`config.mk`:
```
export PLATFORM = sky130hd
export DESIGN_NAME = imem_responder
export DESIGN_NICKNAME = d
export VERILOG_FILES = /design/src/rtl/imem_responder.sv
export SDC_FILE = /design/constraint.sdc
export NUM_CORES = 1
export LEC_CHECK = 0
export ABC_AREA = 1
export CAP_MARGIN = 20
export CORE_MARGIN = 1.5
export CORE_UTILIZATION = 55
export DETAILED_ROUTE_END_ITERATION = 12
export PLACE_DENSITY_LB_ADDON = 0.12
export REMOVE_ABC_BUFFERS = 1
export SYNTH_ARGS = -nofsm -noshare
export SYNTH_HDL_FRONTEND = slang
export SYNTH_SLANG_ARGS = --single-unit
```
`constraint.sdc`:
```
create_clock -name i_clk -period 6.5 [get_ports i_clk]
set_input_delay 1.3 -clock i_clk [delete_from_list [all_inputs] [get_ports i_clk]]
set_output_delay 1.3 -clock i_clk [all_outputs]
set_load 0.05 [all_outputs]
```
`src/rtl/imem_responder.sv`:
```
// imem_responder: accepts instruction fetch requests, reads a synchronous
// instruction memory and returns responses in order through a 2-entry buffer.
// Faulting fetches (misaligned, or beyond the memory) skip the memory read and
// return instr=0 with err=1.
//
// Ports:
//   i_clk, i_rst                    clock, asynchronous active-high reset
//   i_req_valid/o_req_ready         request handshake, i_req_addr byte address
//   i_flush                         drop all in-flight and buffered responses
//   o_rsp_valid/i_rsp_ready         response handshake
//   o_rsp_addr/o_rsp_instr/o_rsp_err head response payload (0 when not valid)
//   o_mem_en/o_mem_addr/i_mem_data  synchronous memory read port (1-cycle data)
//   o_err_cnt                       saturating count of accepted faulting fetches
module imem_responder #(
    parameter int unsigned ADDR_W = 8,
    parameter int unsigned DEPTH  = 2
) (
    input  logic              i_clk,
    input  logic              i_rst,
    input  logic              i_req_valid,
    output logic              o_req_ready,
    input  logic [31:0]       i_req_addr,
    input  logic              i_flush,
    output logic              o_rsp_valid,
    input  logic              i_rsp_ready,
    output logic [31:0]       o_rsp_addr,
    output logic [31:0]       o_rsp_instr,
    output logic              o_rsp_err,
    output logic              o_mem_en,
    output logic [ADDR_W-1:0] o_mem_addr,
    input  logic [31:0]       i_mem_data,
    output logic [7:0]        o_err_cnt
);

    localparam logic [2:0] L_DEPTH = 3'(DEPTH);

    // Buffer state
    logic [1:0]  r_count;
    logic        r_wr_ptr;
    logic        r_rd_ptr;
    logic [31:0] r_buf_addr  [DEPTH];
    logic [31:0] r_buf_instr [DEPTH];
    logic        r_buf_err   [DEPTH];

    // Stage register: request whose memory read is in flight
    logic        r_stg_valid;
    logic [31:0] r_stg_addr;
    logic        r_stg_err;

    logic [7:0]  r_err_cnt;

    logic        w_pop;
    logic        w_push;
    logic        w_accept;
    logic        w_fault;
    logic        w_room;
    logic [2:0]  w_occ;
    logic [31:0] w_push_instr;

    assign o_rsp_valid = (r_count != 2'd0);
    assign w_pop       = o_rsp_valid & i_rsp_ready;

    // Space check counts the in-flight read and credits a same-cycle pop.
    assign w_occ       = 3'(r_count) + 3'(r_stg_valid);
    assign w_room      = (w_occ < (L_DEPTH + 3'(w_pop)));
    assign o_req_ready = ~i_rst & ~i_flush & w_room;
    assign w_accept    = i_req_valid & o_req_ready;

    // Fault: misaligned, or any address bit above the memory's byte range set.
    assign w_fault = (i_req_addr[1:0] != 2'b00) | ((i_req_addr >> (ADDR_W + 2)) != 32'd0);

    assign o_mem_en   = w_accept & ~w_fault;
    assign o_mem_addr = o_mem_en ? i_req_addr[ADDR_W+1:2] : '0;

    assign w_push       = r_stg_valid & ~i_flush;
    assign w_push_instr = r_stg_err ? 32'h0000_0000 : i_mem_data;

    assign o_rsp_addr  = o_rsp_valid ? r_buf_addr[r_rd_ptr]  : 32'h0000_0000;
    assign o_rsp_instr = o_rsp_valid ? r_buf_instr[r_rd_ptr] : 32'h0000_0000;
    assign o_rsp_err   = o_rsp_valid ? r_buf_err[r_rd_ptr]   : 1'b0;
    assign o_err_cnt   = r_err_cnt;

    // Control state: occupancy, pointers, stage, fault counter
    always_ff @(posedge i_clk or posedge i_rst) begin
        if (i_rst) begin
            r_count     <= 2'd0;
            r_wr_ptr    <= 1'b0;
            r_rd_ptr    <= 1'b0;
            r_stg_valid <= 1'b0;
            r_stg_addr  <= 32'h0000_0000;
            r_stg_err   <= 1'b0;
            r_err_cnt   <= 8'h00;
        end else begin
            if (i_flush) begin
                r_count  <= 2'd0;
                r_wr_ptr <= 1'b0;
                r_rd_ptr <= 1'b0;
            end else begin
                r_count <= r_count + 2'(w_push) - 2'(w_pop);
                if (w_push) begin
                    r_wr_ptr <= ~r_wr_ptr;
                end
                if (w_pop) begin
                    r_rd_ptr <= ~r_rd_ptr;
                end
            end
            // No accept is possible during flush, so this also clears the stage.
            r_stg_valid <= w_accept;
            if (w_accept) begin
                r_stg_addr <= i_req_addr;
                r_stg_err  <= w_fault;
            end
            if (w_accept & w_fault & (r_err_cnt != 8'hFF)) begin
                r_err_cnt <= r_err_cnt + 8'd1;
            end
        end
    end

    // Buffer payload; contents are masked by o_rsp_valid so no reset needed.
    always_ff @(posedge i_clk) begin
        if (w_push) begin
            r_buf_addr[r_wr_ptr]  <= r_stg_addr;
            r_buf_instr[r_wr_ptr] <= w_push_instr;
            r_buf_err[r_wr_ptr]   <= r_stg_err;
        end
    end

endmodule

```
## After elaboration in Yosys (flattened, before gate mapping)

Memories as Yosys holds them, arrays and structs flattened.
Index checks and enable logic that the tools add are counted.

| cells by class | value |
|---|---|
| add/subtract/negate cells | 5 |
| order comparisons | 1 |
| eq/ne operators | 1 |
| muxes and demuxes | 12 |
| bitwise gates (word level) | 14 |
| reductions and logical operators | 5 |

Operator list:

| cell | count |
|---|---|
| $mux 32 | 3 |
| $reduce_bool 32->1 | 1 |
| $add 8x1->8 const B | 1 |
| $and 1x1->1 | 8 |
| $mux 8 | 1 |
| $ne 8x8->1 const B | 1 |
| $reduce_bool 2->1 | 4 |
| $mux 1 | 7 |
| $not 1->1 | 5 |
| $add 2x1->3 | 1 |
| $add 2x1->3 const A | 1 |
| $lt 3x3->1 | 1 |
| $add 2x1->2 | 1 |
| $mux 2 | 1 |
| $sub 2x1->2 | 1 |
| $or 1x1->1 | 1 |

| storage, ports and cells | value |
|---|---|
| register bits after elaboration | 46 |
| RAM bits | 130 |
| input bits | 69 |
| memories kept | 3 |

Memories:

| name | words | bits a word | read ports | clocked after memory_dff | write ports | RTL line | source |
|---|---|---|---|---|---|---|---|
| r_buf_addr | 2 | 32 | 1 | 0 | 1 | 41 | `logic [31:0] r_buf_addr [DEPTH];` |
| r_buf_instr | 2 | 32 | 1 | 0 | 1 | 42 | `logic [31:0] r_buf_instr [DEPTH];` |
| r_buf_err | 2 | 1 | 1 | 0 | 1 | 43 | `logic r_buf_err [DEPTH];` |

## Depth between registers and ports, before layout

Gate-level depths: netlist of run 1.

| depth | value |
|---|---|
| word-level depth | 8 |
| mapped depth | 10 |

## Worst setup path before layout of run 1

Ideal clock, no wire load.

| path | value |
|---|---|
| path type | input -> register |
| start | input port i_flush |
| end | memory r_buf_addr[0][0], enable pin |
| arrival | 4.166 ns |
| required time | 6.011 ns |
| setup slack | 1.845 ns |
| stages on the path | 3 |
| path buffers | 0 |
| path through | inv_1 > nand2_1 > nor2_1 |

| between the ends | value |
|---|---|
| cells in the longest elaborated chain, start to end | 4 |

Ends and longest elaborated chain:

| what | RTL line | source |
|---|---|---|
| start, declared | 23 | `input logic i_flush,` |
| $not 1->1 | 75 | `assign w_push = r_stg_valid & ~i_flush;` |
| $and 1x1->1 | 75 |  |
| $mux 1 | 121 | `if (w_push) begin` |
| $mux 1 (not written as such) | 122 | `r_buf_addr[r_wr_ptr] <= r_stg_addr;` |
| end, declared | 41 |  |

No other way between the ends.

## Worst setup path in the final report of run 1

| path | value |
|---|---|
| start | input port i_flush |
| end | output port o_mem_addr[7] |

| between the ends | value |
|---|---|
| cells in the longest elaborated chain, start to end | 6 |

Ends and longest elaborated chain:

| what | RTL line | source |
|---|---|---|
| $not 1->1 | 66 | `assign o_req_ready = ~i_rst & ~i_flush & w_room;` |
| $and 1x1->1 (2 in series) | 66 |  |
| $and 1x1->1 | 67 | `assign w_accept = i_req_valid & o_req_ready;` |
| $and 1x1->1 | 72 | `assign o_mem_en = w_accept & ~w_fault;` |
| $mux 8 | 73 | `assign o_mem_addr = o_mem_en ? i_req_addr[ADDR_W+1:2] : '0;` |
| end, declared | 30 | `output logic [ADDR_W-1:0] o_mem_addr,` |

No other way between the ends.

==> results of run 1 <==
[power groups by stage]
stage | combinational [mW] | sequential, mW | clock, mW
2_1_floorplan | 0.959 | 1.49 | 0
3_3_place_gp | 1.53 | 1.44 | 0
3_5_place_dp | 1.55 | 1.45 | 0
4_1_cts | 1.55 | 1.43 | 0.966
5_1_grt | 1.64 | 1.45 | 1.01
6_report | 1.54 | 1.43 | 0.953
[cells in the mapped netlist]
library cell	instances
nand2_1	232
edfxtp_1	130
a21oi_1	67
inv_1	62
nor2_1	59
dfrtp_1	46
clkbuf_1	16
o21ai_0	10
buf_2	8
nand4_1	8
nand3_1	7
buf_1	6
ha_1	5
o21ai_1	4
xnor2_1	4
nand3_2	3
inv_2	2
nand2_2	2
xor2_1	2
buf_6	1
buf_8	1
nand2_4	1
nand3_4	1
nand4_2	1
nor2_2	1
nor2_4	1
nor3_1	1
nor3_4	1
or2_2	1
[critical path, cell delays in order]
cell and delay, ns:
clkdlybuf4s50_1 0.53, nor3_4 0.28, nand3_4 0.42, nor2_2 0.31
inv_2 0.10, nor2_1 0.10, clkdlybuf4s50_1 0.80
[how the worst min path moves through the flow]
stage	from	end	slack, ns	cells after the start
floorplan	r_stg_addr[0]$_DFFE_PP0P_	r_buf_addr[0][0]$_DFFE_PP_	0.44	0
global placement	r_stg_addr[15]$_DFFE_PP0P_	r_buf_addr[0][15]$_DFFE_PP_	0.45	0
detailed placement	r_stg_addr[11]$_DFFE_PP0P_	r_buf_addr[0][11]$_DFFE_PP_	0.45	0
CTS	r_stg_addr[11]$_DFFE_PP0P_	r_buf_addr[0][11]$_DFFE_PP_	0.46	0
global route	r_stg_addr[14]$_DFFE_PP0P_	r_buf_addr[0][14]$_DFFE_PP_	0.48	0
finish	r_stg_addr[11]$_DFFE_PP0P_	r_buf_addr[0][11]$_DFFE_PP_	0.46	0
[layout make-up]
cell class              instances  area share
repair buffers                159       0.167
multi-input cells             411       0.194
inverters                      64      0.0253
clock inverters                 4     0.00224
flip-flops and latches        176       0.532
clock buffers                  28      0.0576
well taps                     172      0.0226
[flip-flops by register name, indices dropped and copies added, names as in the netlist]
| signal | flops |
|---|---|
| r_stg_valid | 1 |
| r_buf_err | 2 |
| r_stg_addr | 32 |
| r_wr_ptr | 1 |
| r_rd_ptr | 1 |
| r_buf_instr | 64 |
| r_stg_err | 1 |
| r_count | 2 |
| r_buf_addr | 64 |
| o_err_cnt | 8 |
[metal layers]
metal | track usage | routed length, um
met1 | 0.281 | 6300
met2 | 0.397 | 7920
met3 | 0.0596 | 828
met4 | 0.0785 | 140
met5 | 0 | 0
[cells by family after synthesis]
| kind of cell | Yosys count | synth area share |
|---|---|---|
| fa+ha+maj | 5 | 0.00860 |
| compound gates | 81 | 0.0558 |
| buf+inv | 96 | 0.0535 |
| xor+xnor | 6 | 0.00723 |
| simple gates | 319 | 0.180 |
| flops | 176 | 0.695 |
==> run_results.csv, run 1 <==
group,metric,value,unit
run_status,outcome,"completed",
sta,finalClockSkew,0.00462,ns
place,dp_cells,981,
sta,layout_worst_path_cycle_share,0.795,
grt,antenna_found_initial,0,
sta,rsz0062_at_grt,"false",
power_and_ir_drop,p_comb_frac,0.393,
grt,grt_max_degree,67,
critical_path,path_max_fanout,46,
logic_synthesis,avgSynthCellArea,10.6,sq um
finish,final_common_cell,"nand2_1",
logic_synthesis,synth.area.top_cells,"edfxtp_1 54%, dfrtp_1 16%, nand2_1 12%",
hold_path,hold_class,"reg -> reg",
floorplanning,die_width,118,um
logic_synthesis,synth_cell_types,29,
sta,hold_slack,0.463,ns
critical_path,rr_worst_depth,8,
routing,vias,5096,
sta,worst_pin_slew,0.977,ns
clock_tree,path_clk_slew,0.06,ns
place,gp_congestion,0.822,
finish,seqCellArea,5060,sq um
grt,grt_pass1_vias,5175,
power_and_ir_drop,p_clk_frac,0.243,
critical_path,crit_path_end,"o_mem_addr[7]",
logic_synthesis,syn_area,7270,sq um
critical_path,cp-end-kind,"output pin",
power_and_ir_drop,ir_drop,335,uV
logic_synthesis,synth_warnings,0,
power_and_ir_drop,static-leakage-power,3.87,nW
finish,final_nets,903,
sta,setup_ws,1.33,ns
floorplanning,rows,41,
sta,setup_viol,0,
place,placed_area,8920,sq um
routing,drtIter0Drc,498,
power_and_ir_drop,p_seq_frac,0.365,
sta,drv_slew,0,
clock_tree,clk_path_buf_depth,2,
finish,post-route-cell-area,9510,sq um
sta,setup_tns,0,ns
power_and_ir_drop,finalPower,3.93,mW
place,io_buffers,152,
place,post-place-ws,1.33,ns
sta,layout_min_cycle_time,5.17,ns
finish,final_util,0.744,
clock_tree,tritoncts,"done",
sta,max_freq,193,MHz
critical_path,critPathArrivalTime,3.87,ns
finish,syn2layout_area_growth,30.8,%
finish,stdcell_count,1014,
floorplanning,io_pins,153,
routing,routed_via_density,5.03,
routing,finalWirelength,15200,um
clock_tree,cts_root_buf,"clkbuf_16",
flow_run,drv_cap,0,
clock_tree,cts_setup_buffers,0,
critical_path,cp.required,5.20,ns
critical_path,r2r_start,"r_count[0]$_DFF_PP0_",
finish,drive_gt1_frac,0.0641,
clock_tree,cts_sinks,176,
logic_synthesis,synth.largest_area_cell,"edfxtp_1",
logic_synthesis,syn_inst,683,
finish,multi_input_area,1840,sq um
finish,fillers,846,
critical_path,critPathKind,"in -> out",
grt,globalRoute.totalOverflow,0,
logic_synthesis,synth_seq_area_share,0.695,
floorplanning,initial_utilization,0.569,
grt,grt_pass1_wl,24700,um
grt,grtUsageTotal,0.229,
floorplanning,die_h,118,um
power_and_ir_drop,power_density,413,nW/um^2
power_and_ir_drop,p_sw,1.54,mW
floorplanning,die_area,13900,sq um
critical_path,reg2reg_slack,4.19,ns
finish,n_antenna_cell,0,
critical_path,cp-startpoint,"i_flush",
logic_synthesis,synth.ff_latch_count,176,
power_and_ir_drop,p_int,2.39,mW
power_and_ir_drop,p_sw_frac,0.393,
clock_tree,cts.repair.resized,0,
clock_tree,htreeDepth,4,
critical_path,rr_endpoint,"o_err_cnt[0]$_DFFE_PP0P_",
logic_synthesis,yosysTopAreaCellShare,0.537,
place,dp_hpwl,9350,um
finish,final_cell_mix,"232 x nand2_1, 152 x clkdlybuf4s50_1, 130 x edfxtp_1",
clock_tree,hold_buffers,0,
critical_path,start_kind,"input port",
clock_tree,cts_buffers,17,
sta,hold_viol,0,
routing,drtPass1Iterations,4,
sta,slew_headroom,0.347,
routing,antenna_left,0,
routing,wire_per_inst,15.0,um
floorplanning,coreArea,12800,sq um
clock_tree,clk_latency,0.41,ns
routing,drc,0,
Power figures use the tool's default switching activity.
==> run 2: changes to the inputs <==
Settings changed: CORE_UTILIZATION 55 to 46.
Clock period 6.5 ns to 4.5 ns, I/O delays scaled along.
==> run 2 against run 1 <==
  * Worst hold slack gained 0.0061 ns
  * Die area grew 19%
  * Clock skew grew 0.0042 ns
  * Critical path depth grew 2
  * Sequential power grew 45%
  * Highest routed layer unchanged
  * Largest power group unchanged
  * Largest cell class unchanged
  * Count of clock-buffer cells in the layout shrank 8
==> run_results.csv, run 2 (synthesis results as in run 1) <==
group,metric,value,unit
clock_tree,hold_buffers,0,
grt,grt_max_degree,67,
critical_path,path_max_fanout,10,
routing,routed_via_density,4.89,
flow_run,drv_cap,0,
power_and_ir_drop,ir_drop,338,uV
finish,post-route-cell-area,9680,sq um
routing,wire_per_inst,15.2,um
clock_tree,cts.repair.resized,0,
critical_path,cp.required,3.60,ns
sta,layout_min_cycle_time,3.70,ns
floorplanning,coreArea,15300,sq um
sta,finalClockSkew,0.00883,ns
hold_path,hold_class,"reg -> reg",
sta,rsz0062_at_grt,"false",
finish,largestRegisters,"r_buf_addr x64, r_buf_instr x64, r_stg_addr x32",
routing,finalWirelength,16000,um
sta,max_freq,270,MHz
floorplanning,die_h,129,um
power_and_ir_drop,finalPower,5.78,mW
sta,hold_slack,0.469,ns
clock_tree,clk_path_buf_depth,2,
sta,setup_tns,0,ns
routing,drc,0,
run_status,outcome,"completed",
finish,multi_input_area,1840,sq um
place,io_buffers,152,
sta,slew_headroom,0.379,
finish,syn2layout_area_growth,33.1,%
grt,globalRoute.totalOverflow,0,
routing,vias,5164,
sta,hold_viol,0,
finish,n_antenna_cell,0,
critical_path,crit_chain,"clkdlybuf4s50_1, nor2_1, nand3_1, nor2_1, nand3_2, nor2_2, inv_2, nor2_1, buf_12",
critical_path,cp-end-kind,"output pin",
finish,final_nets,905,
critical_path,path_buf_inv,3,
critical_path,cp_slowest_stage_delay,0.42,ns
finish,seqCellArea,5060,sq um
grt,grt_pass1_wl,25600,um
floorplanning,initial_utilization,0.475,
finish,final_cell_mix,"232 x nand2_1, 143 x clkdlybuf4s50_1, 130 x edfxtp_1",
grt,grtUsageTotal,0.205,
floorplanning,die_area,16600,sq um
clock_tree,tritoncts,"done",
clock_tree,clk_latency,0.43,ns
critical_path,critPathKind,"in -> out",
clock_tree,cts_buffers,17,
clock_tree,cts_root_buf,"clkbuf_16",
place,placed_area,9070,sq um
floorplanning,rows,45,
grt,grt_pass1_vias,5137,
place,gp_congestion,0.749,
sta,setup_viol,0,
grt,antenna_found_initial,0,
critical_path,start_kind,"input port",
critical_path,crit_slowest_cell,"clkdlybuf4s50_1",
routing,drtIter0Drc,349,
floorplanning,die_width,129,um
finish,fillers,1236,
routing,drtPass1Iterations,5,
sta,drv_slew,0,
finish,final_common_cell,"nand2_1",
critical_path,crit_top_cell,"nor2_1",
critical_path,critPathArrivalTime,2.80,ns
place,dp_hpwl,9780,um
power_and_ir_drop,static-leakage-power,3.92,nW
floorplanning,io_pins,153,
power_and_ir_drop,power_density,597,nW/um^2
critical_path,path_delay_family,"simple AND/OR/NAND/NOR gates",
finish,drive_gt1_frac,0.0746,
routing,antenna_left,0,
clock_tree,htreeDepth,4,
clock_tree,cts_setup_buffers,0,
clock_tree,path_clk_slew,0.06,ns
clock_tree,cts_sinks,176,
sta,layout_worst_path_cycle_share,0.823,
sta,worst_pin_slew,0.932,ns
run 2: cell types whose count changed in the layout (fill, tap and decap cells not counted), sizes merged:
cell | previous run | this run
clkinv | 3 | 7
inv | 64 | 65
buf | 7 | 18
clkbuf | 28 | 20
bufinv | 0 | 3
clkdlybuf4s50 | 152 | 143
run 2: layout make-up:
type	instances	share of cell area
timing repair buffer	161	0.176
inverter	64	0.0248
sequential	176	0.522
clock inverter	12	0.0145
multi-input combinational	411	0.190
clock buffer	20	0.0451
tap	211	0.0273
run 2: final timing paths:
| path | startpoint | end | slack (ns) | depth (start not counted) |
|---|---|---|---|---|
| min in group asynchronous | i_rst | r_count[1]$_DFF_PP0_ | 0.93 | 2 |
| max in group asynchronous | i_rst | r_stg_addr[31]$_DFFE_PP0P_ | 3.04 | 3 |
| max | i_req_addr[0] | o_mem_addr[2] | 0.80 | 9 |
| min | r_stg_addr[14]$_DFFE_PP0P_ | r_buf_addr[1][14]$_DFFE_PP_ | 0.47 | 0 |
| max reg2reg | r_count[0]$_DFF_PP0_ | o_err_cnt[7]$_DFFE_PP0P_ | 2.16 | 8 |
| min reg2reg | r_stg_addr[14]$_DFFE_PP0P_ | r_buf_addr[1][14]$_DFFE_PP_ | 0.47 | 0 |
run 2: power by group:
part | total (mW) | internal (mW) | switching [mW]
Sequential | 2.07 | 1.96 | 0.117
Combinational | 2.26 | 0.681 | 1.58
Clock | 1.45 | 0.865 | 0.580
run 2: through the flow:
step | util | setup slack, ns | cells
floorplan | - | 0.245 | 651
global placement | 0.592 | 0.838 | 1022
detailed placement | 0.592 | 0.782 | 1022
CTS | 0.630 | 0.757 | 1054
global route | 0.632 | 0.646 | 1055
finish | 0.632 | 0.795 | 1055
run 2: routing by layer:
metal / up-vias / global-route usage / part of all wire
li1: 2535 / - / -
met1: 2471 / 0.248 / 0.42
met2: 139 / 0.363 / 0.51
met3: 19 / 0.0474 / 0.054
met4: 0 / 0.0701 / 0.012
met5: - / 0 / 0
run 2: worst reg2reg max path: stages (launching register included):
cell	delay (ns)
dfrtp_1	0.40
ha_1	0.21
ha_1	0.22
nor3_4	0.19
nand2_2	0.11
nor2_4	0.53
nand3_2	0.34
nand2_1	0.16
nand2_1	0.07
==> run 3: changes to the inputs <==
Settings changed: CORE_UTILIZATION 46 to 51.
Clock period 4.5 ns to 3.6 ns, I/O delays scaled along.
==> run 3 against run 2 <==
  * Sequential power up 26%
  * Flip-flop and latch count unchanged
  * Core utilization up 6.0 points
  * Clock power increased by 30%
  * Design area is 0.79% lower
  * Power is 26% higher
  * Combinational power rose by 23%
  * Clock skew fell by 0.0013 ns
  * First-iteration DRC count grew 47%
  * Die area decreased by 9.6%
  * Routed wire length up 1.6%
  * Critical endpoint is now o_rsp_instr[3]
==> run_results.csv, run 3 (synthesis results as in run 1) <==
group,metric,value,unit
place,dp_hpwl,10200,um
grt,grtUsageTotal,0.227,
routing,wire_per_inst,15.8,um
grt,antenna_found_initial,0,
grt,grt_max_degree,66,
finish,final_nets,910,
routing,drtPass1Iterations,5,
sta,slew_headroom,0.504,
routing,routed_via_density,5.14,
floorplanning,coreArea,13900,sq um
clock_tree,cts_sinks,176,
place,placed_area,8990,sq um
sta,worst_pin_slew,0.744,ns
finish,drive_gt1_frac,0.133,
finish,final_cell_mix,"232 x nand2_1, 130 x edfxtp_1, 102 x clkdlybuf4s50_1",
critical_path,start_kind,"register",
clock_tree,cts_root_buf,"clkbuf_16",
critical_path,critPathKind,"reg -> out",
finish,largestRegisters,"r_buf_addr x64, r_buf_instr x64, r_stg_addr x32",
run_status,outcome,"completed",
clock_tree,clk_path_buf_depth,2,
sta,drv_slew,0,
routing,drc,0,
sta,hold_viol,0,
sta,finalClockSkew,0.00753,ns
clock_tree,hold_buffers,0,
finish,final_common_cell,"nand2_1",
grt,grt_pass1_wl,25500,um
clock_tree,clk_latency,0.42,ns
sta,setup_tns,0,ns
floorplanning,rows,43,
finish,post-route-cell-area,9600,sq um
floorplanning,initial_utilization,0.524,
critical_path,cp-end-kind,"output pin",
floorplanning,die_h,122,um
sta,rsz0062_at_grt,"false",
critical_path,path_max_fanout,65,
routing,finalWirelength,16300,um
finish,final_util,0.692,
finish,fillers,1048,
sta,setup_viol,0,
clock_tree,cts.repair.resized,0,
power_and_ir_drop,power_density,756,nW/um^2
routing,antenna_left,0,
place,io_buffers,152,
finish,n_antenna_cell,0,
flow_run,drv_cap,0,
critical_path,critPathArrivalTime,2.62,ns
sta,max_freq,299,MHz
clock_tree,cts_setup_buffers,0,
power_and_ir_drop,ir_drop,548,uV
grt,grt_pass1_vias,5250,
critical_path,cp.required,2.88,ns
clock_tree,cts_buffers,17,
place,gp_congestion,0.825,
floorplanning,die_area,15000,sq um
finish,syn2layout_area_growth,32.1,%
clock_tree,tritoncts,"done",
routing,drtIter0Drc,512,
clock_tree,htreeDepth,4,
floorplanning,io_pins,153,
sta,layout_worst_path_cycle_share,0.929,
sta,layout_min_cycle_time,3.34,ns
routing,vias,5289,
hold_path,hold_class,"reg -> reg",
grt,globalRoute.totalOverflow,0,
clock_tree,path_clk_slew,0.06,ns
floorplanning,die_width,122,um
power_and_ir_drop,static-leakage-power,4.04,nW
[run 3: cell types whose count changed in the layout (fill, tap and decap cells not counted)]
| cell | before | now |
|---|---|---|
| bufinv_16 | 3 | 4 |
| clkbuf_1 | 3 | 2 |
| buf_12 | 9 | 10 |
| clkdlybuf4s50_1 | 143 | 102 |
| buf_16 | 1 | 0 |
| buf_4 | 8 | 54 |
| clkinv_1 | 4 | 1 |
| inv_6 | 1 | 0 |
| clkbuf_8 | 0 | 1 |
| clkinv_2 | 2 | 5 |
[run 3: worst paths after layout]
path | start | to | slack (ns) | cells past startpoint
setup / recovery | r_rd_ptr$_DFFE_PP0P_ | o_rsp_instr[3] | 0.26 | 4
hold / removal | r_stg_addr[13]$_DFFE_PP0P_ | r_buf_addr[1][13]$_DFFE_PP_ | 0.47 | 0
setup reg to reg | r_count[0]$_DFF_PP0_ | r_stg_addr[23]$_DFFE_PP0P_ | 1.68 | 8
hold reg to reg | r_stg_addr[13]$_DFFE_PP0P_ | r_buf_addr[1][13]$_DFFE_PP_ | 0.47 | 0
max in group asynchronous | i_rst | r_stg_addr[17]$_DFFE_PP0P_ | 2.09 | 3
min in group asynchronous | i_rst | r_stg_valid$_DFF_PP0_ | 0.80 | 2
[run 3: per-stage QoR]
step | total power [mW] | setup WS, ns | instances | hold slack [ns]
floorplan | 4.42 | -0.475 | 651 | 0.442
global placement | 5.36 | 0.430 | 997 | 0.448
detailed placement | 5.40 | 0.375 | 997 | 0.454
CTS | 7.29 | 0.239 | 1029 | 0.468
global route | 7.57 | 0.110 | 1029 | 0.484
finish | 7.26 | 0.256 | 1029 | 0.473
[run 3: critical path, stage by stage, from the launching register on]
cell and delay (ns):
dfrtp_2 0.36, buf_4 0.59, nand2_1 0.14, a21oi_1 0.25, clkdlybuf4s50_1 0.84
[run 3: cell type report]
type                       instances  area (sq um)  share of cell area
sequential                       176          5060               0.527
multi-input combinational        411          1840               0.192
timing repair buffer             166          1630               0.169
clock buffer                      20           447              0.0465
inverter                          64           240              0.0250
tap                              180           225              0.0235
clock inverter                    12           165              0.0172
[run 3: where the power goes]
group	internal (mW)	total (mW)	leakage, nW	switching, mW
sequential	2.45	2.60	1.77	0.152
clock	1.17	1.89	0.301	0.717
combinational	0.784	2.77	1.96	1.99
[run 3: routing by layer]
| layer | wire length [um] | vias to the layer above | global-route usage |
|---|---|---|---|
| li1 | - | 2540 | - |
| met1 | 6620 | 2533 | 0.277 |
| met2 | 8340 | 191 | 0.400 |
| met3 | 987 | 25 | 0.0428 |
| met4 | 317 | 0 | 0.0850 |
| met5 | 0 | - | 0 |
